`config.mk`:
```
export PLATFORM = sky130hd
export DESIGN_NAME = predec_class_sched
export DESIGN_NICKNAME = d
export VERILOG_FILES = /design/src/rtl/predec_class_sched.sv
export SDC_FILE = /design/constraint.sdc
export NUM_CORES = 1
export LEC_CHECK = 0
export ABC_AREA = 1
export CAP_MARGIN = 20
export CORE_MARGIN = 2
export CORE_UTILIZATION = 40
export CTS_CLUSTER_DIAMETER = 30
export DETAILED_ROUTE_END_ITERATION = 6
export PLACE_DENSITY = 0.56
export SETUP_SLACK_MARGIN = 0.05
export SLEW_MARGIN = 20
export SYNTH_ARGS = -nofsm -noshare
export SYNTH_HDL_FRONTEND = slang
export SYNTH_SLANG_ARGS = --single-unit
```
`constraint.sdc`:
```
create_clock -name clk -period 3.1 [get_ports clk]
set_input_delay 0.465 -clock clk [delete_from_list [all_inputs] [get_ports clk]]
set_output_delay 0.465 -clock clk [all_outputs]
set_load 0.005 [all_outputs]
```
`src/rtl/predec_class_sched.sv`:
```
// Dispatch scheduler: buffers predecoded instructions and steers one per cycle
// to four credit-limited execution ports; system instructions drain all ports first.
//
// state | meaning
// RUN   | normal issue from queue head
// DRAIN | head is sys; wait until every port has all credits back
// SYS   | sys instruction issued; wait for sys_done
module predec_class_sched #(
    parameter int DEPTH = 4,
    parameter int CRED  = 3,
    parameter int TAG_W = 6
) (
    input  logic             clk,
    input  logic             rst,
    input  logic             in_vld,
    input  logic [12:0]      in_class,
    input  logic [TAG_W-1:0] in_tag,
    output logic             in_rdy,
    input  logic             flush,
    input  logic [3:0]       credit_ret,
    input  logic             sys_done,
    output logic [3:0]       out_vld,
    output logic [TAG_W-1:0] out_tag,
    output logic             out_sys_vld,
    output logic             cred_err
);

    localparam int PW = $clog2(DEPTH);
    localparam int CW = $clog2(CRED + 1);

    typedef enum logic [1:0] {RUN, DRAIN, SYS} state_t;

    state_t           state, stateNext;
    logic [PW:0]      wrPtr, rdPtr;
    logic [12:0]      classMem [DEPTH];
    logic [TAG_W-1:0] tagMem [DEPTH];
    logic [CW-1:0]    cred [4];

    logic             full, empty, push, pop, sysPop, isSys, targetHasCred, allFull;
    logic [12:0]      headClass;
    logic [TAG_W-1:0] headTag;
    logic [3:0]       target, issue, credNonZero, credMax;
    logic             unusedClassBits;

    assign full  = (wrPtr[PW] != rdPtr[PW]) && (wrPtr[PW-1:0] == rdPtr[PW-1:0]);
    assign empty = (wrPtr == rdPtr);
    assign in_rdy = !full;
    assign push = in_vld && !full && !flush;

    assign headClass = classMem[rdPtr[PW-1:0]];
    assign headTag   = tagMem[rdPtr[PW-1:0]];
    assign isSys     = headClass[10];
    assign unusedClassBits = ^headClass[12:11];

    always_comb begin
        for (int p = 0; p < 4; p++) begin
            credNonZero[p] = (cred[p] != '0);
            credMax[p]     = (cred[p] == CW'(CRED));
        end
    end
    assign allFull = &credMax;

    // First match wins; plain alu balances between the two ALU-capable ports.
    always_comb begin
        target = 4'b0000;
        if (headClass[1] || headClass[0])
            target = 4'b0010;
        else if (headClass[5] || headClass[9])
            target = 4'b0100;
        else if (headClass[6] || headClass[7])
            target = 4'b1000;
        else if (headClass[4] || headClass[3] || headClass[8])
            target = 4'b0001;
        else if (headClass[2])
            target = (cred[0] >= cred[1]) ? 4'b0001 : 4'b0010;
    end
    assign targetHasCred = |(target & credNonZero);

    always_comb begin
        stateNext = state;
        issue     = 4'b0000;
        pop       = 1'b0;
        sysPop    = 1'b0;
        case (state)
            RUN: begin
                if (!empty) begin
                    if (isSys) begin
                        stateNext = DRAIN;
                    end else if (target == 4'b0000) begin
                        pop = 1'b1;
                    end else if (targetHasCred) begin
                        issue = target;
                        pop   = 1'b1;
                    end
                end
            end
            DRAIN: begin
                if (allFull) begin
                    stateNext = SYS;
                    pop       = 1'b1;
                    sysPop    = 1'b1;
                end
            end
            SYS: begin
                if (sys_done) stateNext = RUN;
            end
            default: stateNext = RUN;
        endcase
        if (flush) begin
            stateNext = RUN;
            issue     = 4'b0000;
            pop       = 1'b0;
            sysPop    = 1'b0;
        end
    end

    always_ff @(posedge clk or negedge rst) begin
        if (!rst) begin
            state <= RUN;
            wrPtr <= '0;
            rdPtr <= '0;
        end else begin
            state <= stateNext;
            if (flush) begin
                wrPtr <= '0;
                rdPtr <= '0;
            end else begin
                wrPtr <= wrPtr + (PW+1)'(push);
                rdPtr <= rdPtr + (PW+1)'(pop);
            end
        end
    end

    always_ff @(posedge clk) begin
        if (push) begin
            classMem[wrPtr[PW-1:0]] <= in_class;
            tagMem[wrPtr[PW-1:0]]   <= in_tag;
        end
    end

    always_ff @(posedge clk or negedge rst) begin
        if (!rst) begin
            out_vld     <= 4'b0000;
            out_sys_vld <= 1'b0;
            out_tag     <= '0;
        end else begin
            out_vld     <= issue;
            out_sys_vld <= sysPop;
            if ((issue != 4'b0000) || sysPop) out_tag <= headTag;
        end
    end

    // Issue only happens with credit > 0, so the decrement never underflows.
    always_ff @(posedge clk or negedge rst) begin
        if (!rst) begin
            for (int p = 0; p < 4; p++) cred[p] <= CW'(CRED);
            cred_err <= 1'b0;
        end else begin
            for (int p = 0; p < 4; p++) begin
                if (issue[p] && !credit_ret[p]) begin
                    cred[p] <= cred[p] - CW'(1);
                end else if (!issue[p] && credit_ret[p]) begin
                    if (credMax[p]) cred_err <= 1'b1;
                    else            cred[p]  <= cred[p] + CW'(1);
                end
            end
        end
    end

endmodule

```
# Word level (Yosys, flattened, before mapping)
# Memory sizes are Yosys's and may differ from the RTL's. A register that Yosys moved wholly into a read port is not among the register bits.
# Index checks and enable logic that the tools add are counted.
[classes]
muxes = 55
eq_ne = 17
n_lt_le_gt_ge = 1
reduce_logical = 46
bitwise_logic = 1
add_sub_neg = 10
[op_table]
columns = ["operator", "n"]
rows = [
  ["2-bit 2-to-1 mux", 20],
  ["4-bit 2-to-1 mux", 9],
  ["1-bit 2-to-1 mux", 22],
  ["2-bit nonzero test", 8],
  ["3-bit != test (second input constant)", 4],
  ["1-bit logical AND", 11],
  ["1-bit logical NOT", 11],
  ["2-bit equality test (second input constant)", 5],
  ["2-bit by 1-bit adder with 2-bit output (second input constant)", 4],
  ["2-bit by 1-bit != test with 1-bit output (second input constant)", 4],
  ["2-bit AND reduction", 4],
  ["4-bit AND reduction", 2],
  ["2-bit by 1-bit subtractor with 2-bit output (second input constant)", 4],
  ["3-bit by 1-bit adder with 3-bit output", 2],
  ["1-bit logical OR", 6],
  ["3-bit 2-to-1 mux", 2],
  ["2-bit one-hot mux with 3 select lines", 1],
  ["4-bit bitwise AND", 1],
  ["4-bit logical NOT", 1],
  ["4-bit nonzero test", 1],
  ["4-bit OR reduction", 1],
  ["3-bit equality test", 1],
  ["2-bit by 1-bit equality test with 1-bit output (second input constant)", 1],
  ["2-bit equality test", 1],
  ["other kinds (4)", 4],
]
[word_totals]
out_inout_bits = 13
register_bits = 22
mem_count = 2
word_cells = 142
ram_bits = 76
input_bits = 28
[mem_list]
columns = ["memory", "words", "width", "read_ports", "rd_clocked_by_memory_dff", "write_ports", "line_no", "source"]
rows = [
  ["classMem", 4, 13, 1, 0, 1, "35", "logic [12:0] classMem [DEPTH];"],
  ["tagMem", 4, 6, 1, 1, 1, "36", "logic [TAG_W-1:0] tagMem [DEPTH];"],
]

# Longest topological paths before layout
[depth]
depth_word = 28
depth_mapped = 21
mapped_depth_nobuf = 21

# Worst setup path after synthesis
# No wires, ideal clock.
[synth_path]
path_type = "register -> register"
start = "reg rdPtr[1]"
end = "mem classMem[2][0] (enable)"
period_less_slack_ns = 2.716
path_buffers = 1
required_ns = 2.687
arrival_ns = 2.304
setup_time_ns = 0.413
slack_ns = 0.384
path_stages_with_launch = 8
cell_sequence = "dfrtp_1 -> inv_2 -> buf_2 -> nand2_1 -> nand4_1 -> or2_2 -> nand3_1 -> nor3_1"
[synth_between]
elab_chain_cells = 7
[synth_lines]
columns = ["item", "line_no", "source"]
rows = [
  ["start: declaration", "34", "logic [PW:0] wrPtr, rdPtr;"],
  ["start signal: assignment", "129", "rdPtr <= rdPtr + (PW+1)'(pop);"],
  ["2-bit equality test", "45", "assign full = (wrPtr[PW] != rdPtr[PW]) && (wrPtr[PW-1:0] == rdPtr[PW-1:0]);"],
  ["1-bit logical AND", "45", ""],
  ["1-bit logical NOT", "-", ""],
  ["named net in_rdy", "18", "output logic in_rdy,"],
  ["1-bit logical AND (2 in a row)", "48", "assign push = in_vld && !full && !flush;"],
  ["1-bit 2-to-1 mux", "135", "if (push) begin"],
  ["1-bit 2-to-1 mux (not written as such)", "136", "classMem[wrPtr[PW-1:0]] <= in_class;"],
  ["end: declaration", "35", ""],
]
# The timed path passes the listed nets, and every way through them passes these cells.

# Worst setup path in the final report
[layout_path]
start = "reg cred[5] (netlist name)"
end = "reg cred[7] (netlist name)"
[layout_between]
elab_chain_cells = 19
elab_cells_between_ends = 24
cone_classes = "1 x order compare; 1 x eq/ne; 13 x mux; 1 x bitwise; 8 x reduce/logical"
[layout_lines]
columns = ["item", "line_no", "source"]
rows = [
  ["start: declaration", "37", "logic [CW-1:0] cred [4];"],
  ["start signal: indexed assignment", "161", "cred[p] <= cred[p] - CW'(1);"],
  ["start signal: indexed assignment", "164", "else cred[p] <= cred[p] + CW'(1);"],
  ["2-bit greater-or-equal comparator", "75", "target = (cred[0] >= cred[1]) ? 4'b0001 : 4'b0010;"],
  ["2-bit 2-to-1 mux", "75", ""],
  ["2-bit 2-to-1 mux", "74", "else if (headClass[2])"],
  ["2-bit 2-to-1 mux", "72", "else if (headClass[4] || headClass[3] || headClass[8])"],
  ["4-bit 2-to-1 mux", "70", "else if (headClass[6] || headClass[7])"],
  ["4-bit 2-to-1 mux", "68", "else if (headClass[5] || headClass[9])"],
  ["4-bit 2-to-1 mux", "66", "if (headClass[1] || headClass[0])"],
  ["4-bit bitwise AND", "77", "assign targetHasCred = |(target & credNonZero);"],
  ["(+4 left out)", "-", ""],
  ["4-bit 2-to-1 mux *", "86", "if (!empty) begin"],
  ["4-bit 2-to-1 mux *", "84", "case (state)"],
  ["4-bit 2-to-1 mux *", "109", "if (flush) begin"],
  ["named net issue[0]", "42", "logic [3:0] target, issue, credNonZero, credMax;"],
  ["1-bit logical NOT", "162", "end else if (!issue[p] && credit_ret[p]) begin"],
  ["1-bit logical AND", "162", ""],
  ["2-bit nonzero test (no source line)", "-", ""],
  ["2-bit AND reduction (no source line)", "-", ""],
]
# Mark *: on every way through the listed nets, which the timed path passes. The rest lies on a longest branch.
# A chain may end at the register's enable or synchronous reset.

==> results.sh <==
export IMPL_outcome="completed"
export IMPL_finalCriticalPeriod_ps=2760
export IMPL_die_y_um=107
export IMPL_grt_pass1_vias=2501
export IMPL_critical_path_required_ps=3400
export IMPL_skew_ps=10.4
export IMPL_fin_ws_ps=343
export IMPL_design_portCount=41
export IMPL_dp_hpwl_um=5110
export IMPL_end_kind="flip-flop"
export IMPL_cts_resized_gates=0
export IMPL_multi_input_area_um2=1260
export IMPL_yosys_register_bits=96
export IMPL_syn_cell_area_um2=4220
export IMPL_avgViaCountPerCell=4.73
export IMPL_final_common_cell="edfxtp_1"
export IMPL_clockRootBuffer="clkbuf_8"
export IMPL_gp_congestion=0.798
export IMPL_hp_class="input port to asynchronous set/reset pin"
export IMPL_grt_pass1_wl_um=12500
export IMPL_cts_hold_buffers=0
export IMPL_fillers=952
export IMPL_finalWirelength_um=7670
export IMPL_rows=37
export IMPL_synth_edf_count=68
export IMPL_syn_num_nets=408
export IMPL_cpMaxStageDelayCell="dfstp_2"
export IMPL_start_util_pct=41.1
export IMPL_io_buffers=38
export IMPL_p_per_area_nw_per_um2=609
export IMPL_r2r_end="cred[7]$_DFFE_PN1P_"
export IMPL_clk_latency_ps=360
export IMPL_power_uw=3050
export IMPL_vias=2642
export IMPL_ant_nets=0
export IMPL_path_max_fanout=9
export IMPL_leakage_uw=0.00206
export IMPL_crit_arrival_ps=3060
export IMPL_antenna_found_initial=0
export IMPL_drc=0
export IMPL_dpl_worst_slack_ps=327
export IMPL_drv_cap=0
export IMPL_core_area_um2=10300
export IMPL_yosysWarningCount=0
export IMPL_r2r_slack_ps=340
export IMPL_regArea_um2=2750
export IMPL_wl_per_cell_um=13.7
export IMPL_area_growth_pct=18.8
export IMPL_worstSetupStartpointType="flip-flop"
export IMPL_worstSetupPathType="flip-flop to flip-flop"
export IMPL_drive_gt1_share_pct=16.8
export IMPL_setup_viol=0
export IMPL_die_w_um=107
export IMPL_finalCritPeriodShare_pct=88.9
export IMPL_clk_pin_slew_ps=100
export IMPL_synth_area_per_cell_um2=11.5
export IMPL_crit_top_cell="nand2_1"
export IMPL_postCtsSetupRepairBufs=0
export IMPL_reg2reg_depth=18
export IMPL_async_reset_ff_share_pct=29.2
export IMPL_clock_path_buffers=2
export IMPL_path_cells="inv_1, ha_1, nand2_1, nand3_1, inv_1, nand3_1, nor2_1, nand2_1, nand2_1, nand2_1, nand3_2, nand2_4, inv_4, nand2_2, inv_2, ha_1, or2_2, mux2_2"
export IMPL_die_area_um2=11400
export IMPL_seq_area_frac_synth_pct=65.2
export IMPL_synthCells=366
export IMPL_max_stage_delay_ps=550
export IMPL_slew_violations=0
export IMPL_overflow=0
export IMPL_synthFlopType="edfxtp_1"
export IMPL_fin_nets=459
export IMPL_fin_cells=558
export IMPL_drt_iter0_markers=155
export IMPL_ctsHtreeMaxLevel=3
export IMPL_timing_rr_start="cred[5]$_DFFE_PN1P_"
export IMPL_grt_start_max_net_pins=29
export IMPL_grt_setup_unrepaired="no"
export IMPL_slew_headroom_pct=60.5
export IMPL_max_freq_ghz=0.363
export IMPL_synth_cell_types=35
export IMPL_worst_slew_pin_slew_ps=587
export IMPL_place_inst=541
export IMPL_hold_viol_final=0
export IMPL_cts_tree="built"
export IMPL_antennaDiodeCount=0
export IMPL_setup_tns_ps=0
export IMPL_ir_drop_uv=273
export IMPL_drt_pass1_iterations=4
export IMPL_cts_sinks=96
export IMPL_numCtsBuffers=9
export IMPL_mostFrequentLayoutCells="edfxtp_1, nand2_1, nor2_1"
export IMPL_grt_usage_pct=14.5
registers in the layout (all words and copies together) (netlist names):
signal and flops:
classMem 44, state 2, out_vld 4, cred_err 1
rdPtr 3, wrPtr 3, out_sys_vld 1, out_tag 6
cred 8, tagMem 24
worst max-delay path by stage:
stage                             start                        to  cells past startpoint
global placement    cred[5]$_DFFE_PN1P_       cred[7]$_DFFE_PN1P_                     18
finish              cred[5]$_DFFE_PN1P_       cred[7]$_DFFE_PN1P_                     18
global route        cred[5]$_DFFE_PN1P_       cred[7]$_DFFE_PN1P_                     18
detailed placement  cred[5]$_DFFE_PN1P_       cred[7]$_DFFE_PN1P_                     18
floorplan            rdPtr[1]$_DFF_PN0_  classMem[2][0]$_DFFE_PP_                      7
CTS                 cred[5]$_DFFE_PN1P_       cred[7]$_DFFE_PN1P_                     18
layout make-up:
cell class	instances	area share, %
sequential	96	54.9
multi-input combinational	222	25.2
timing repair buffer	48	9.08
tap	136	3.39
inverter	40	3.19
clock buffer	9	2.47
clock inverter	7	1.77
per-stage QoR:
step                instance area (µm²)  util [%]  hold WS (ps)
floorplan                          4220         -           169
global placement                   4790      46.6           490
detailed placement                 4790      46.6           493
CTS                                5010      48.7           484
global route                       5010      48.8           523
finish                             5010      48.8           474
report_power, final:
| part | internal (µW) | switching [µW] | total, µW |
|---|---|---|---|
| Combinational | 287 | 304 | 591 |
| Clock | 388 | 468 | 856 |
| Sequential | 1530 | 77.5 | 1610 |
| Total | 2200 | 849 | 3050 |
logic make-up (layout without fill, tap and decap cells):
kind of cell | after synthesis | in the layout | share of synthesized area (%)
and+or+nand+nor | 167 | 167 | 18.8
DFF | 96 | 96 | 65.2
buffers and inverters | 48 | 104 | 5.31
AOI/OAI and AO/OA | 31 | 31 | 4.21
adders and majority gates | 14 | 14 | 4.15
xor gates and xnor gates | 7 | 7 | 1.45
muxes | 3 | 3 | 0.801
metal layers:
| layer | up-vias | global-route usage (%) | wire length, µm |
|---|---|---|---|
| met5 | - | 0 | 0 |
| met4 | 0 | 5.29 | 123 |
| met3 | 11 | 2.49 | 435 |
| met2 | 66 | 22.2 | 3380 |
| met1 | 1228 | 20.9 | 3720 |
| li1 | 1337 | - | - |
Yosys cell counts (all sizes together) (4+ instances only):
cell,count,area (µm²)
ha,14,175
inv,40,160
or2,8,50.1
nor3,5,25.0
nand3,29,185
buf,5,52.6
nand3b,4,30.0
nand4,4,25.0
edfxtp,68,2040
dfstp,8,210
nand2,71,287
xnor2,5,43.8
o21ai,17,85.1
o22ai,6,37.5
nor2,45,186
dfrtp,20,500
a21oi,4,20.0
critical path, delay by kind of cell (launching register included):
kind,cells,cell delay (ps)
adder cells (fa/ha/maj),2,520
buffers and inverters,4,250
flip-flops,1,550
multiplexers,1,270
AND/OR/NAND/NOR,11,1120
(Power assumes the default switching activity.)
==> patch (config.mk and constraints unchanged) <==
Set the parameter `DEPTH` to 8 (it was 4).
--- a/src/rtl/predec_class_sched.sv
+++ b/src/rtl/predec_class_sched.sv
@@ -6,7 +6,7 @@
 // DRAIN | head is sys; wait until every port has all credits back
 // SYS   | sys instruction issued; wait for sys_done
 module predec_class_sched #(
-    parameter int DEPTH = 4,
+    parameter int DEPTH = 8,
     parameter int CRED  = 3,
     parameter int TAG_W = 6
 ) (
Function: changed (Yosys sat finds a counterexample within 10 cycles, from zero or initial values and one cycle with rst low).
==> patch against the unedited design <==
Combinational power increased by 10%. Sequential power rose by 65%. Synthesized area is 68% higher. Core utilization fell by 0.44 points. Synthesized cell count is 70% higher. Total power grew 76%. Worst hold slack worse by 55 ps. Design area grew 67%. Sequential cell count up 70. Die area up 65%. Setup slack got worse by 86 ps. Clock power is 140% higher. Routed wire length increased by 93%.
==> patch: results (changes against the unedited design) <==
[outcome]
status=finished clean

[layout]
n_antenna_cell=0  ; unchanged
drive_gt1_frac=0.131  ; -0.0375
fin_nets=725  ; +58%
fillerInstances=1556  ; +63%
largest_reg_flops=88  ; +100%

[placed_design]
placement.cell_area_um2=7810  ; +63%
gp_congestion=0.791  ; -0.89%
dp_cells=889  ; +64%
portBuffers=38  ; unchanged
dp_hpwl_um=9410  ; +84%

[drt]
drt_iter0_markers=342  ; +120%
via_count=4497  ; +70%
via_per_inst=4.88  ; +3.1%
routed_wl_um=14800  ; +93%
firstDrtPassIters=4  ; unchanged

[power_and_ir_drop]
total_leakage_power_nw=3.39  ; +65%
p_sw_frac=0.253  ; -0.0255
seq_power_share=0.496  ; -0.030
peakVddDrop_v=0.000473  ; +74%
total_power_mw=5.37  ; +76%
p_clk_frac=0.383  ; +0.103

[logic_synthesis]
netlist_instances=622  ; +70%
async_reset_ff_frac=0.181  ; -0.111
synth_top_area_share=0.575  ; +0.0911
yosysUniqueCellTypes=36  ; +2.9%
synth-edff-count=136  ; +100%
synthXorXnorAreaFrac=0.00987  ; -0.00467
synth-adder-area-share=0.0247  ; -0.0169
synth_top_cells_by_area=edfxtp_1 58%, dfrtp_1 7.8%, nand2_1 7.7%, nor2_1 3.8%, inv_1 3.1%
ys_seq_area_frac=0.682  ; +0.0297
synthMuxAreaShare=0.00634  ; -0.00166
synth_compound_area_frac=0.0511  ; +0.00898
yosysWarnings=0  ; unchanged
synth.cells.most_frequent=145 x nand2_1, 136 x edfxtp_1, 71 x nor2_1
synth_nets=664  ; +63%

[global_route]
grt_antenna_before_repair=0  ; unchanged
grt_first_pass_wirelength_um=23600  ; +88%
track_usage=0.171  ; +0.0262
grt_max_degree=31  ; +6.9%

[clock_tree]
clk_pin_slew_worst_paths_ps=70  ; -30 ps
cts.htree.levels=4  ; +1
insertion_delay_ps=430  ; +70 ps
cts-root-buf=clkbuf_16
clockBufferDepth=2  ; unchanged
cts_made_buffers=17  ; +8

[setup_path]
cp_max_fo=21  ; +12
reg2reg_depth=19  ; +1
cp_top_family=simple AND/OR/NAND/NOR gates
cp_data_arrival_time_ps=3200  ; +140 ps
cpMaxStageDelayCell=dfrtp_2
cpPeakStageDelay_ps=440  ; -110 ps

[hold_path]
hold_class=in -> async

[timing]
skew_ps=6.80  ; -3.62 ps
max-slew-margin-rel=0.608  ; +0.00341

[patch: cell types whose count changed in the layout (fill, tap and decap cells not counted), moves of 5 or more]
cell	delta
nand3_1	+22
inv_1	+24
edfxtp_1	+68
nand2_1	+78
a21oi_1	+19
nor2_1	+31
nand3_2	-6
inv_2	+5
clkbuf_8	-9
a32o_1	+6
clkbuf_16	+17
buf_4	+11
a221oi_1	+5
[patch: cell type report]
cell class,count,area share
repair buffers,60,0.0665
clock inverters,14,0.0173
multi-input cells,369,0.222
well taps,225,0.0336
clock buffers,18,0.0511
inverters,69,0.0315
flip-flops and latches,166,0.578
[patch: final timing paths]
path	to	start	slack, ps
setup / recovery	cred[7]	rdPtr[0]	260
hold / removal	out_vld[1]	rst	420
setup reg to reg	cred[7]	rdPtr[0]	260
hold reg to reg	rdPtr[3]	rdPtr[3]	500
max in group asynchronous	cred[1]	rst	2360
min in group clk	rdPtr[3]	rdPtr[3]	500
[patch: routing by layer]
metal,track usage,vias to the layer above,wire [µm]
met5,0,-,0
met4,0.0624,0,225
met3,0.0368,22,556
met2,0.278,85,7000
met1,0.227,2160,7020
li1,-,2230,-
[patch: repair_timing]
action | 4_1_cts | 5_1_grt
gates resized for setup | 0 | 2
hold buffers | 0 | 0
setup endpoints to repair | 0 | 2
setup buffers | 0 | 0
[patch: cells by family (layout without fill, tap and decap cells)]
group / Yosys count / after routing
simple gates: 284 / 284
flops: 166 / 166
buf+inv: 87 / 161
compound gates: 59 / 59
fa+ha+maj: 14 / 14
xor+xnor: 8 / 8
mux: 4 / 4
[patch: per-stage QoR]
step	setup slack (ps)	hold slack [ps]	utilization
floorplan	456	169	-
global placement	246	470	0.450
detailed placement	172	483	0.450
CTS	163	422	0.483
global route	60.8	449	0.483
finish	257	420	0.483
